===== src/rtl/trace_pkg.sv =====
// Shared definitions for the trace capture block: FSM state encoding.
package trace_pkg;

    // Capture FSM states; the encoding is visible on the state output.
    typedef enum logic [1:0] {
        IDLE  = 2'd0,
        ARMED = 2'd1,
        POST  = 2'd2,
        DONE  = 2'd3
    } state_t;

endpackage


===== src/rtl/trace_ram.sv =====
// Trace buffer storage: simple dual-port RAM, one write port and one
// registered read port. The array itself is never reset, so captured data
// survives reset; only the read register is cleared.
module trace_ram #(
    parameter int  WIDTH = 8,
    parameter int  DEPTH = 16,
    localparam int AW    = $clog2(DEPTH)
) (
    input  logic             clk,
    input  logic             rst,
    input  logic             we,
    input  logic [AW-1:0]    wr_addr,
    input  logic [WIDTH-1:0] wr_data,
    input  logic [AW-1:0]    rd_addr,
    output logic [WIDTH-1:0] rd_data
);

    logic [WIDTH-1:0] mem [DEPTH];
    logic [WIDTH-1:0] rd_data_p1;

    // Write port: one sample per cycle when enabled.
    always_ff @(posedge clk) begin
        if (we) begin
            mem[wr_addr] <= wr_data;
        end
    end

    // Read port: registered, so a same-cycle write to rd_addr returns the old word.
    always_ff @(posedge clk or negedge rst) begin
        if (!rst) begin
            rd_data_p1 <= '0;
        end else begin
            rd_data_p1 <= mem[rd_addr];
        end
    end

    assign rd_data = rd_data_p1;

endmodule


===== src/rtl/trace_capture.sv =====
// Logic-analyser style trace capture: records din on sample_en into a
// circular buffer once armed, keeps POST_TRIG samples after the trigger
// sample, then freezes until re-armed. Buffer is read back through rd_addr.
module trace_capture
    import trace_pkg::*;
#(
    parameter int  WIDTH     = 8,
    parameter int  DEPTH     = 16,
    parameter int  POST_TRIG = 8,
    localparam int AW        = $clog2(DEPTH)
) (
    input  logic             clk,
    input  logic             rst,
    input  logic             arm,
    input  logic             abort,
    input  logic             sample_en,
    input  logic [WIDTH-1:0] din,
    input  logic             trig,
    input  logic [AW-1:0]    rd_addr,
    output logic [WIDTH-1:0] rd_data,
    output logic [1:0]       state,
    output logic             done,
    output logic [AW-1:0]    trig_pos,
    output logic [AW-1:0]    wr_ptr,
    output logic [AW:0]      fill
);

    state_t          st_q, st_d;
    logic [AW-1:0]   wr_ptr_q, wr_ptr_d;
    logic [AW-1:0]   trig_pos_q, trig_pos_d;
    logic [AW-1:0]   post_q, post_d;
    logic [AW:0]     fill_q, fill_d;
    logic            we;

    // Valid-sample count increments until the buffer has wrapped once.
    function automatic logic [AW:0] fill_sat_inc(input logic [AW:0] v);
        if (v >= (AW+1)'(DEPTH)) begin
            return (AW+1)'(DEPTH);
        end
        return v + (AW+1)'(1);
    endfunction

    // State, pointer and counter registers; buffer contents are not touched by reset.
    always_ff @(posedge clk or negedge rst) begin
        if (!rst) begin
            st_q       <= IDLE;
            wr_ptr_q   <= '0;
            trig_pos_q <= '0;
            post_q     <= '0;
            fill_q     <= '0;
        end else begin
            st_q       <= st_d;
            wr_ptr_q   <= wr_ptr_d;
            trig_pos_q <= trig_pos_d;
            post_q     <= post_d;
            fill_q     <= fill_d;
        end
    end

    // Next-state and write control; abort overrides everything, including the write.
    always_comb begin
        st_d       = st_q;
        wr_ptr_d   = wr_ptr_q;
        trig_pos_d = trig_pos_q;
        post_d     = post_q;
        fill_d     = fill_q;
        we         = 1'b0;
        if (abort) begin
            st_d = IDLE;
        end else begin
            case (st_q)
                IDLE, DONE: begin
                    if (arm) begin
                        st_d     = ARMED;
                        wr_ptr_d = '0;
                        fill_d   = '0;
                    end
                end
                ARMED: begin
                    if (sample_en) begin
                        we       = 1'b1;
                        wr_ptr_d = wr_ptr_q + AW'(1);
                        fill_d   = fill_sat_inc(fill_q);
                        if (trig) begin
                            trig_pos_d = wr_ptr_q;
                            post_d     = AW'(POST_TRIG);
                            st_d       = (POST_TRIG == 0) ? DONE : POST;
                        end
                    end
                end
                POST: begin
                    if (sample_en) begin
                        we       = 1'b1;
                        wr_ptr_d = wr_ptr_q + AW'(1);
                        fill_d   = fill_sat_inc(fill_q);
                        post_d   = post_q - AW'(1);
                        if (post_q <= AW'(1)) begin
                            st_d = DONE;
                        end
                    end
                end
                default: st_d = IDLE;
            endcase
        end
    end

    trace_ram #(
        .WIDTH (WIDTH),
        .DEPTH (DEPTH)
    ) u_ram (
        .clk     (clk),
        .rst     (rst),
        .we      (we),
        .wr_addr (wr_ptr_q),
        .wr_data (din),
        .rd_addr (rd_addr),
        .rd_data (rd_data)
    );

    assign state    = st_q;
    assign done     = (st_q == DONE);
    assign trig_pos = trig_pos_q;
    assign wr_ptr   = wr_ptr_q;
    assign fill     = fill_q;

endmodule


===== config.mk =====
export PLATFORM = sky130hd
export DESIGN_NAME = trace_capture
export DESIGN_NICKNAME = d
export VERILOG_FILES = /design/src/rtl/trace_pkg.sv /design/src/rtl/trace_ram.sv /design/src/rtl/trace_capture.sv
export SDC_FILE = /design/constraint.sdc
export NUM_CORES = 1
export LEC_CHECK = 0
export ABC_AREA = 1
export CAP_MARGIN = 20
export CORE_UTILIZATION = 64
export DETAILED_ROUTE_END_ITERATION = 16
export PLACE_DENSITY_LB_ADDON = 0.2
export REMOVE_ABC_BUFFERS = 1
export SLEW_MARGIN = 20
export SYNTH_ARGS = -nofsm -noshare
export SYNTH_HDL_FRONTEND = slang
export SYNTH_HIERARCHICAL = 1
export SYNTH_SLANG_ARGS = --single-unit

===== constraint.sdc =====
create_clock -name clk -period 3.44 [get_ports clk]
set_clock_uncertainty 0.05 [all_clocks]
set_input_delay 0.516 -clock clk [delete_from_list [all_inputs] [get_ports clk]]
set_output_delay 0.516 -clock clk [all_outputs]
set_load 0.01 [all_outputs]

==> impl_metrics.csv <==
group,metric,value,unit
global_routing,grt_usage,31.0,%
synthesis,synth_area,6900,um^2
sta,setup_viol,0,
worst_setup_path,cpMostUsedCell,"inv_1",
power_and_ir_drop,p_per_area,626,nW/um^2
cts,cts_root_buf,"clkbuf_8",
sta,fmax,382,MHz
final_layout,multiInputGateArea,1730,um^2
worst_setup_path,startpoint_type,"register",
worst_setup_path,critical_path_class,"reg2reg",
sta,period_minus_slack,2.62,ns
route,drt-wirelength-per-cell,18.2,um
worst_setup_path,critPathRequiredTime,3.55,ns
worst_setup_path,critPathArrivalTime,2.73,ns
route,drtPass1Iterations,5,
synthesis,synth_top_area_share,55.7,%
final_layout,ff_latch_area,4520,um^2
power_and_ir_drop,leakagePower,3.46,nW
cts,post_cts_buffers,0,
sta,relSlewSlack,33.9,%
synthesis,synth_ff_type,"edfxtp_1",
synthesis,netlist-cell-type-count,25,
route,via_per_inst,5.61,
global_routing,grt_pass1_wl,24900,um
synthesis,synthTopCellsByArea,"edfxtp_1, nand2_1, dfrtp_1, nand3_1, inv_1",
hold_path,hp-class,"in2async",
worst_setup_path,cp_max_fo,8,
cts,cts_tree,"done",
floorplan,rows,37,
synthesis,synthTopCellsByCount,"nand2_1, edfxtp_1, inv_1, nand3_1, dfrtp_1",
worst_setup_path,crit_buf_inv,3,
synthesis,synthCells,688,
worst_setup_path,r2r_start,"state[0]$_DFFE_PN0P_",
synthesis,ys_warn_count,6,
synthesis,ys_ff_latch,155,
place,gp_congestion,0.877,
cts,postCtsHoldBufs,0,
power_and_ir_drop,total_power,4.96,mW
global_routing,grt.overflow.total,0,
worst_setup_path,slowest_stage,"nor2_1",
final_layout,fillers,684,
sta,hold_viol,0,
worst_setup_path,crit_start,"state[0]$_DFFE_PN0P_",
outcome,status,"completed",
synthesis,yosysMostFrequentCell,"nand2_1",
cts,cts_inserted_buffers,17,
cts,ctsResizeCount,0,
global_routing,grt_max_degree,65,
sta,timing.final.crit_share,76.1,%
route,drc,0,
route,first_iter_violations,558,
cts,clock_latency,0.54,ns
final_layout,syn_to_final_growth,15.0,%
final_layout,nets,754,
floorplan,start_util,66.5,%
synthesis,synth_edf_count,128,
floorplan,pin_count,42,
power_and_ir_drop,ir_worst_vdd,0.436,mV
worst_setup_path,regToRegSetupSlack,0.82,ns
sta,rsz0062_at_grt,"no",
cts,clkTransAtPathRegs,0.07,ns
floorplan,die_w,106,um
worst_setup_path,crit_chain,"inv_1 -> ha_1 -> inv_1 -> nand2_1 -> inv_1 -> nand3b_1 -> nor2_1",
cts,clkSinkCount,155,
synthesis,avgSynthCellArea,10.0,um^2
floorplan,die_y,106,um
place,dp.final_hpwl,9810,um
global_routing,grt_pass1_vias,4871,
route,via_count,4916,
global_routing,antenna_found_initial,0,
final_layout,drive_gt1_share,6.61,%
worst_setup_path,cp-end-kind,"register",
synthesis,synth_area_leader_cell,"edfxtp_1",
cts,htreeDepth,4,
floorplan,core_area,10400,um^2
floorplan,die-area,11200,um^2
synthesis,yosysSeqAreaShare,65.5,%
route,finalWirelength,15900,um
worst_setup_path,cpPeakStageDelay,0.62,ns
place,port_buffers,41,
final_layout,diodes,0,
route,ant_nets,0,
sta,finalMaxSlewViolations,0,
sta,finalSetupTns,0,ns
synthesis,async_flop_share,17.4,%
flow_run,drv_cap,0,
worst_setup_path,crit_family,"simple AND/OR/NAND/NOR gates",
sta,worstMarginPinSlew,0.991,ns
cts,clock_path_buffers,2,
[routing by layer]
metal,vias up,GRT usage (%),share of wire [%]
li1,2292,-,-
met1,2276,38.0,38
met2,290,51.4,50
met3,58,5.88,8.3
met4,0,18.4,4.1
met5,-,0,0
[final cells by class]
| class | instances | area share [%] |
|---|---|---|
| sequential | 155 | 57.0 |
| inverter | 127 | 6.01 |
| tap | 136 | 2.15 |
| clock buffer | 23 | 6.71 |
| multi-input combinational | 382 | 21.8 |
| clock inverter | 9 | 0.852 |
| timing repair buffer | 45 | 5.49 |
[stage by stage]
| step | utilization (%) | setup slack [ns] | cell area (um^2) | instances | hold WS [ns] |
|---|---|---|---|---|---|
| 3_5_place_dp | 70.7 | 0.740 | 7330 | 845 | 0.431 |
| 3_3_place_gp | 70.7 | 0.855 | 7330 | 845 | 0.428 |
| 6_report | 76.4 | 0.824 | 7930 | 877 | 0.318 |
| 4_1_cts | 76.4 | 0.869 | 7930 | 877 | 0.315 |
| 5_1_grt | 76.4 | 0.742 | 7930 | 877 | 0.363 |
| 2_1_floorplan | - | 1.36 | 6720 | 664 | 0.170 |
[sequential cells by signal, indices dropped and copies added (netlist names)]
register / count
fill: 5
trig_pos: 4
state: 2
u_ram/mem: 128
u_ram/rd_data: 8
wr_ptr: 4
post_q: 4
[power by group]
group	total, mW	internal [mW]	switching [mW]
Clock	1.81	1.09	0.723
Sequential	2.27	2.16	0.106
Combinational	0.884	0.322	0.562
[final timing paths]
kind                       cells past startpoint                          to
setup / recovery                               7  u_ram/mem[10][7]$_DFFE_PP_
hold / removal                                 2         fill[3]$_DFFE_PN0P_
max in group asynchronous                      2  u_ram/rd_data[2]$_DFF_PN0_
min in group clk                               2     trig_pos[3]$_DFFE_PN0P_
hold reg to reg                                2     trig_pos[3]$_DFFE_PN0P_
setup reg to reg                               7  u_ram/mem[10][7]$_DFFE_PP_
[cell families (layout without fill, tap and decap cells)]
kind of cell / Yosys count / after routing / synth area share [%]
buf+inv: 151 / 204 / 9.42
xor+xnor: 2 / 2 / 0.254
compound gates: 21 / 21 / 1.63
simple gates: 351 / 351 / 21.7
fa+ha+maj: 8 / 8 / 1.45
flops: 155 / 155 / 65.5
[worst register-to-register path: cells and delay by family (launching register included)]
kind / cells / cell delay [ns]
buffers and inverters: 3 / 0.48
adder cells (fa/ha/maj): 1 / 0.35
flip-flops: 1 / 0.42
AND/OR/NAND/NOR: 3 / 0.94
[placed cells by master, fill, tap and decap left out, drive strengths merged]
cell type / Yosys / layout
nand2: 211 / 211
inv: 127 / 132
edfxtp: 128 / 128
nand3: 109 / 109
clkdlybuf4s50: 0 / 40
dfrtp: 27 / 27
nor2: 27 / 27
clkbuf: 2 / 23
o21ai: 16 / 16
ha: 8 / 8
buf: 22 / 5
clkinv: 0 / 4
a21oi: 3 / 3
xor2: 2 / 2
nand4: 2 / 2
nand3b: 2 / 2
o22ai: 1 / 1
a21boi: 1 / 1
No activity file was read; power rests on OpenSTA's default activity.
